File: src/rtl/pwr_domain_ctrl.sv
// pwr_domain_ctrl: multi-domain power manager for the low-speed I/O peripherals.
// Moves NUM_DOM clock-enable domains through ACTIVE/IDLE/SLEEP/OFF, using a
// quiesce handshake with timeout on the way down and a staggered domain
// re-enable on the way up.
// Optional build macro: PWR_STATS_EN adds a saturating wake counter and a
// saturating SLEEP/OFF cycle counter; without it both outputs read zero.
module pwr_domain_ctrl #(
  parameter int                 NUM_DOM       = 3,
  parameter int                 NUM_WAKE      = 4,
  parameter int                 CNT_W         = 16,
  parameter int                 IDLE_TIMEOUT  = 1000,
  parameter int                 DRAIN_TIMEOUT = 256,
  parameter int                 WAKE_STEP     = 4,
  parameter logic [NUM_DOM-1:0] IDLE_MASK     = NUM_DOM'(1),
  parameter logic [NUM_DOM-1:0] SLEEP_MASK    = NUM_DOM'(0)
) (
  input  logic                i_sys_clk,
  input  logic                i_rst_n,
  input  logic [1:0]          i_pwr_req,
  input  logic                i_auto_idle_en,
  input  logic                i_activity,
  input  logic [NUM_WAKE-1:0] i_wake_src,
  input  logic [NUM_WAKE-1:0] i_wake_mask,
  output logic                o_quiesce_req,
  input  logic                i_quiesce_ack,
  output logic [NUM_DOM-1:0]  o_clk_en,
  output logic [1:0]          o_pwr_state,
  output logic                o_busy,
  output logic                o_wake_event,
  output logic [NUM_WAKE-1:0] o_wake_cause,
  output logic                o_drain_err,
  output logic                o_in_low_power,
  output logic [15:0]         o_wake_cnt,
  output logic [31:0]         o_sleep_cycles
);

  localparam logic [2:0] ST_ACTIVE = 3'd0;
  localparam logic [2:0] ST_DRAIN  = 3'd1;
  localparam logic [2:0] ST_IDLE   = 3'd2;
  localparam logic [2:0] ST_SLEEP  = 3'd3;
  localparam logic [2:0] ST_OFF    = 3'd4;
  localparam logic [2:0] ST_WAKE   = 3'd5;

  localparam logic [1:0] REQ_ACTIVE = 2'b00;
  localparam logic [1:0] REQ_IDLE   = 2'b01;
  localparam logic [1:0] REQ_SLEEP  = 2'b10;
  localparam logic [1:0] REQ_OFF    = 2'b11;

  localparam logic [CNT_W-1:0]   IDLE_LIM  = CNT_W'(IDLE_TIMEOUT);
  localparam logic [CNT_W-1:0]   DRAIN_LIM = CNT_W'(DRAIN_TIMEOUT - 1);
  localparam logic [CNT_W-1:0]   STEP_LIM  = CNT_W'(WAKE_STEP - 1);
  localparam logic [NUM_DOM-1:0] ALL_ON    = '1;
  localparam logic [NUM_DOM-1:0] DOM0      = NUM_DOM'(1);
  localparam logic [3:0]         DOM_LAST  = 4'(NUM_DOM);

  logic [2:0]         state, state_nxt;
  logic [2:0]         target, target_nxt;
  logic [CNT_W-1:0]   idle_cnt;
  logic [CNT_W-1:0]   drain_cnt;
  logic [CNT_W-1:0]   step_cnt, step_cnt_nxt;
  logic [3:0]         dom_idx, dom_idx_nxt;
  logic [NUM_DOM-1:0] clk_en_nxt;
  logic [1:0]         pwr_state_nxt;
  logic               wake_hit;
  logic               idle_expired;
  logic               drain_timeout;
  logic               wake_entry;
  logic               wake_done;

  assign wake_hit     = |(i_wake_src & i_wake_mask);
  assign idle_expired = (idle_cnt == IDLE_LIM);
  assign wake_entry   = (state_nxt == ST_WAKE) && (state != ST_WAKE);
  assign wake_done    = (state == ST_WAKE) && (state_nxt == ST_ACTIVE);

  // State transitions: entry arbitration, drain handshake, wake decoding.
  always_comb begin
    state_nxt     = state;
    target_nxt    = target;
    drain_timeout = 1'b0;
    case (state)
      ST_ACTIVE: begin
        if (i_pwr_req == REQ_OFF) begin
          state_nxt  = ST_DRAIN;
          target_nxt = ST_OFF;
        end else if (i_pwr_req == REQ_SLEEP) begin
          state_nxt  = ST_DRAIN;
          target_nxt = ST_SLEEP;
        end else if (idle_expired && !i_activity &&
                     ((i_pwr_req == REQ_IDLE) || i_auto_idle_en)) begin
          state_nxt  = ST_DRAIN;
          target_nxt = ST_IDLE;
        end
      end
      ST_DRAIN: begin
        if (i_quiesce_ack) begin
          state_nxt = target;
        end else if ((target == ST_IDLE) && i_activity) begin
          state_nxt = ST_ACTIVE;
        end else if (drain_cnt == DRAIN_LIM) begin
          state_nxt     = ST_ACTIVE;
          drain_timeout = 1'b1;
        end
      end
      ST_IDLE: begin
        if (i_activity || wake_hit || (i_pwr_req == REQ_ACTIVE)) begin
          state_nxt = ST_WAKE;
        end else if (i_pwr_req == REQ_SLEEP) begin
          state_nxt = ST_SLEEP;
        end else if (i_pwr_req == REQ_OFF) begin
          state_nxt = ST_OFF;
        end
      end
      ST_SLEEP: begin
        if (wake_hit || (i_pwr_req == REQ_ACTIVE)) begin
          state_nxt = ST_WAKE;
        end else if (i_pwr_req == REQ_OFF) begin
          state_nxt = ST_OFF;
        end
      end
      ST_OFF: begin
        if (i_pwr_req == REQ_ACTIVE) begin
          state_nxt = ST_WAKE;
        end
      end
      ST_WAKE: begin
        if (o_clk_en == ALL_ON) begin
          state_nxt = ST_ACTIVE;
        end
      end
      default: state_nxt = ST_ACTIVE;
    endcase
  end

  // Clock-enable pattern, staggered wake sequencing and reported power state.
  always_comb begin
    clk_en_nxt    = o_clk_en;
    step_cnt_nxt  = step_cnt;
    dom_idx_nxt   = dom_idx;
    pwr_state_nxt = o_pwr_state;
    case (state_nxt)
      ST_ACTIVE: begin
        clk_en_nxt    = ALL_ON;
        pwr_state_nxt = REQ_ACTIVE;
      end
      ST_DRAIN: pwr_state_nxt = REQ_ACTIVE;
      ST_IDLE: begin
        clk_en_nxt    = IDLE_MASK;
        pwr_state_nxt = REQ_IDLE;
      end
      ST_SLEEP: begin
        clk_en_nxt    = SLEEP_MASK;
        pwr_state_nxt = REQ_SLEEP;
      end
      ST_OFF: begin
        clk_en_nxt    = '0;
        pwr_state_nxt = REQ_OFF;
      end
      ST_WAKE: begin
        if (state != ST_WAKE) begin
          clk_en_nxt   = o_clk_en | DOM0;
          step_cnt_nxt = '0;
          dom_idx_nxt  = 4'd1;
        end else if (step_cnt == STEP_LIM) begin
          step_cnt_nxt = '0;
          if (dom_idx < DOM_LAST) begin
            clk_en_nxt  = o_clk_en | (DOM0 << dom_idx);
            dom_idx_nxt = dom_idx + 4'd1;
          end
        end else begin
          step_cnt_nxt = step_cnt + CNT_W'(1);
        end
      end
      default: ;
    endcase
  end

  // Main state and registered outputs.
  always_ff @(posedge i_sys_clk or negedge i_rst_n) begin
    if (!i_rst_n) begin
      state          <= ST_ACTIVE;
      target         <= ST_ACTIVE;
      step_cnt       <= '0;
      dom_idx        <= '0;
      o_clk_en       <= ALL_ON;
      o_pwr_state    <= REQ_ACTIVE;
      o_busy         <= 1'b0;
      o_quiesce_req  <= 1'b0;
      o_in_low_power <= 1'b0;
      o_drain_err    <= 1'b0;
      o_wake_event   <= 1'b0;
      o_wake_cause   <= '0;
    end else begin
      state          <= state_nxt;
      target         <= target_nxt;
      step_cnt       <= step_cnt_nxt;
      dom_idx        <= dom_idx_nxt;
      o_clk_en       <= clk_en_nxt;
      o_pwr_state    <= pwr_state_nxt;
      o_busy         <= (state_nxt == ST_DRAIN) || (state_nxt == ST_WAKE);
      o_quiesce_req  <= (state_nxt == ST_DRAIN);
      o_in_low_power <= (state_nxt == ST_IDLE) || (state_nxt == ST_SLEEP) ||
                        (state_nxt == ST_OFF);
      o_drain_err    <= drain_timeout;
      o_wake_event   <= wake_done;
      if (wake_entry) begin
        o_wake_cause <= i_wake_src & i_wake_mask;
      end
    end
  end

  // Inactivity counter; only runs while staying in ACTIVE, so every return to ACTIVE starts from zero.
  always_ff @(posedge i_sys_clk or negedge i_rst_n) begin
    if (!i_rst_n) begin
      idle_cnt <= '0;
    end else if ((state != ST_ACTIVE) || (state_nxt != ST_ACTIVE) || i_activity) begin
      idle_cnt <= '0;
    end else if (!idle_expired) begin
      idle_cnt <= idle_cnt + CNT_W'(1);
    end
  end

  // Drain age: cycles already spent waiting for the quiesce acknowledge.
  always_ff @(posedge i_sys_clk or negedge i_rst_n) begin
    if (!i_rst_n) begin
      drain_cnt <= '0;
    end else if ((state == ST_DRAIN) && (state_nxt == ST_DRAIN)) begin
      drain_cnt <= drain_cnt + CNT_W'(1);
    end else begin
      drain_cnt <= '0;
    end
  end

`ifdef PWR_STATS_EN
  logic [15:0] wake_cnt;
  logic [31:0] sleep_cycles;

  // Saturating statistics, cleared only by reset.
  always_ff @(posedge i_sys_clk or negedge i_rst_n) begin
    if (!i_rst_n) begin
      wake_cnt     <= '0;
      sleep_cycles <= '0;
    end else begin
      if (wake_done && (wake_cnt != 16'hFFFF)) begin
        wake_cnt <= wake_cnt + 16'd1;
      end
      if (((state == ST_SLEEP) || (state == ST_OFF)) && (sleep_cycles != 32'hFFFF_FFFF)) begin
        sleep_cycles <= sleep_cycles + 32'd1;
      end
    end
  end

  assign o_wake_cnt     = wake_cnt;
  assign o_sleep_cycles = sleep_cycles;
`else
  assign o_wake_cnt     = '0;
  assign o_sleep_cycles = '0;
`endif

endmodule

File: config.mk
export PLATFORM = sky130hd
export DESIGN_NAME = pwr_domain_ctrl
export DESIGN_NICKNAME = d
export VERILOG_FILES = /design/src/rtl/pwr_domain_ctrl.sv
export SDC_FILE = /design/constraint.sdc
export NUM_CORES = 1
export LEC_CHECK = 0
export BUFFER_PORTS_ARGS = -buffer_cell sky130_fd_sc_hd__clkbuf_2
export CELL_PAD_IN_SITES_DETAIL_PLACEMENT = 1
export CELL_PAD_IN_SITES_GLOBAL_PLACEMENT = 1
export CORE_ASPECT_RATIO = 1.2
export CORE_MARGIN = 2
export CORE_UTILIZATION = 40
export DETAILED_ROUTE_END_ITERATION = 12
export PLACE_DENSITY_LB_ADDON = 0.25
export SLEW_MARGIN = 15
export SYNTH_ARGS = -nofsm -noshare
export SYNTH_HDL_FRONTEND = slang
export SYNTH_SLANG_ARGS = --single-unit
export TNS_END_PERCENT = 20
File: constraint.sdc
create_clock -name i_sys_clk -period 3.1 [get_ports i_sys_clk]
set_clock_uncertainty 0.2 [all_clocks]
set_input_delay 0.62 -clock i_sys_clk [delete_from_list [all_inputs] [get_ports i_sys_clk]]
set_output_delay 0.62 -clock i_sys_clk [all_outputs]
set_load 0.02 [all_outputs]
==> summary.md <==
| Metric | Value |
|---|---|
| Synth Area in Compound Gates | `11.72%` |
| TritonCTS Buffers | `9` |
| Setup WS post-layout | `0.4647 ns` |
| Core box area | `10060 sq um` |
| Max-cap check violation count | `0` |
| Worst-Skew Late Latency | `0.33 ns` |
| Via density | `5.247` |
| Cell family contributing the most delay on the critical path | `simple AND/OR/NAND/NOR gates` |
| Fin crit share | `85.01%` |
| Estimated wirelength of the detail-placed design | `6520 um` |
| I/O Buffers | `28` |
| Ant. Diodes | `0` |
| Grt ovf | `0` |
| Post-Route Utilization | `45.11%` |
| Post-Synth Simple-Gate Area | `23.24%` |
| CTS tree | `yes` |
| Synth Register Bits | `72` |
| H-Tree Depth | `3` |
| Top FF cell, synth | `dfrtp_1` |
| # rows | `40` |
| Critical Path Fanout Max | `27` |
| Final net count | `485` |
| Slew margin rel. | `60.02%` |
| VDD IR max | `0.4878 mV` |
| Clk buf depth | `2` |
| P per Cell Area | `902.4 nW/um^2` |
| DRC viols | `0` |
| Wire length on met3 | `289 um` |
| CTS clk-pin slew, worst paths | `0.06 ns` |
| Die area | `11160 sq um` |
| GRT Overall Usage | `17.18%` |
| CP bufs+invs | `1` |
| Largest family of logic cells by synthesized area | `simple AND/OR/NAND/NOR gates` |
| Mapped Area | `4130 sq um` |
| Final WL | `9337 um` |
| Crit path time final | `2.635 ns` |
| Post-synthesis mux area share | `1.454%` |
| Met2 routed WL | `4721 um` |
| Met1 WL | `4180 um` |
| Placed cell areas | `4208 sq um` |
| Vias in the first global route | `3145` |
| Routed WL per cell | `15.69 um` |
| Die X | `96.76 um` |
| Initial antenna violation count | `0` |
| Final instance area | `4538 sq um` |
| Critical Path RT | `3.09 ns` |
| Register area share after synthesis | `43.71%` |
| Top routing layer used | `met4` |
| Final ANT Viol Nets | `0` |
| Synth unique cells | `59` |
| Drt first pass iters | `4` |
| WS Path Type | `reg2reg` |
| Critical path depth | `8` |
| Share of layout cells above drive strength 1 | `15.78%` |
| Starting density of the core | `41.06%` |
| Avg Inst Size Synth | `9.495 sq um` |
| Final hold vios | `0` |
| Place WS | `0.2436 ns` |
| # clock sinks | `72` |
| Root buffer cell | `clkbuf_16` |
| Synth Area in XOR/XNOR | `6.362%` |
| Post-synth EDFFs | `0` |
| CP Capture Type | `flop` |
| Worst-Margin Slew | `0.5951 ns` |
| Final setup fails | `0` |
| Maximum clock rate | `0.3795 GHz` |
| Worst path slowest cell | `nand2_1` |
| RSZ-0062 raised after global routing | `false` |
| Worst endpoint data arrival time | `2.62 ns` |
| CP max stage delay | `0.46 ns` |
| Max Transition Viols Final | `0` |
| Die Ht | `115.3 um` |
| Ys async rst share | `100.0%` |
| Largest net degree at the start of global routing | `73` |
| Cells along the critical path | `inv_1 > ha_1 > nor3b_1 > nand4b_1 > o21a_1 > and4_4 > nand2_1 > nor2_1` |
| Outcome | `completed` |
| First-pass GRT wire length | `15520 um` |
| I/O Pins | `77` |
| Ys Warns | `0` |
| Pleak | `2.030 nW` |
| Synthesized-area fraction occupied by adder cells | `1.515%` |
| Worst R2R Setup Slack | `0.46 ns` |
| Synth Instances | `435` |
| Startpoint types | `flop` |
| Hold Path Class | `in2async` |
| Final TNS setup | `0 ns` |
| Via count | `3122` |
| Initial drt markers | `110` |
| Hold-fix buffers at CTS | `0` |
| Gpl congestion | `0.7970` |
| Layout area overhead | `9.876%` |
| R2r worst-path depth | `8` |
| Total power draw | `0.004095 W` |
per-layer routing:
metal  vias up  track usage [%]
li1       1486                -
met1      1570            21.58
met2        53            28.94
met3        13            3.891
met4         0            6.948
met5         -                0
path summary, 6_finish.rpt:
kind                                  to    startpoint
hold reg to reg             drain_cnt[0]  drain_cnt[0]
hold / removal             drain_cnt[13]       i_rst_n
setup / recovery            idle_cnt[14]   idle_cnt[1]
min in group i_sys_clk      drain_cnt[0]  drain_cnt[0]
max in group asynchronous    o_clk_en[1]       i_rst_n
setup reg to reg            idle_cnt[14]   idle_cnt[1]
layout make-up:
type	count	area [sq um]
Clock buffer	12	256.5
Clock inverter	3	65.06
Fill cell	1173	5522
Inverter	12	52.55
Multi-Input combinational cell	338	2018
Sequential cell	72	1805
Tap cell	126	157.7
Timing Repair Buffer	32	182.7
power by group:
part	leakage [nW]	switching (W)	internal, W
combinational	0.909	0.00101	0.000523
clock	0.159	0.000381	0.000743
sequential	0.962	0.000265	0.00117
total	2.03	0.00165	0.00244
worst register-to-register path: stages (launching register included):
cell	delay (ns)
dfrtp_1	0.41
inv_1	0.10
ha_1	0.14
nor3b_1	0.19
nand4b_1	0.26
o21a_1	0.30
and4_4	0.31
nand2_1	0.46
nor2_1	0.12
cells in the mapped netlist (all sizes together) (3+ instances only):
master	number	share of area [%]
nor3	13	1.7
nor2	55	5.6
o41ai	3	0.64
dfrtp	69	42
inv	11	1.1
nand2b	4	0.61
xor2	20	4.2
dfstp	3	1.9
ha	5	1.5
mux2i	6	1.5
and3	10	1.5
o31ai	17	3.1
a21oi	6	0.73
nand2	37	3.5
a22oi	3	0.55
nor4	7	1.2
buf	55	10
nor3b	3	0.67
a22o	3	0.64
nand3	25	3.2
a31oi	8	1.6
clkbuf	5	0.45
and2	6	0.91
nor2b	3	0.45
nand4	10	1.7
xnor2	10	2.1
o21ai	13	1.6
and4	3	0.70
layout by cell type, fill, tap and decap left out, types with 4 or more instances in the layout:
master	count
dfrtp_1	69
conb_1	48
nor2_1	45
nand2_1	36
clkbuf_2	27
nand3_1	24
xor2_1	20
o31ai_1	17
nor3_1	12
and3_1	10
nor2_2	10
xnor2_1	10
nand4_1	9
inv_1	9
clkbuf_16	9
o21ai_1	8
a31oi_1	7
nor4_1	6
a21oi_1	6
and2_1	6
mux2i_1	6
o21ai_0	5
ha_1	5
nand2b_1	4
through the flow:
stage	hold slack, ns	std cells
floorplan	0.1244	482
global placement	0.2828	580
detailed placement	0.2994	580
CTS	0.1281	595
global route	0.1382	595
finish	0.1123	595
cell families (layout without fill, tap and decap cells):
group / after synthesis / count (layout)
AO/OA/AOI/OAI: 66 / 66
XOR/XNOR: 30 / 30
adder cells (fa/ha/maj): 5 / 5
buffers and inverters: 72 / 59
flip-flops: 72 / 72
multiplexers: 6 / 6
other: 1 / 48
AND/OR/NAND/NOR: 183 / 183
state kept, by name, indices dropped and copies added (netlist names), 2 cells and up:
signal / cells
drain_cnt: 16
o_pwr_state: 2
step_cnt: 16
state: 3
dom_idx: 4
target: 3
idle_cnt: 16
o_clk_en: 3
o_wake_cause: 4
what timing repair did:
action / 4_1_cts / 5_1_grt
buffers inserted: 0 / 0
setup endpoints to repair: 0 / 2
gates resized for setup: 0 / 1
No activity file was read; power rests on OpenSTA's default activity.
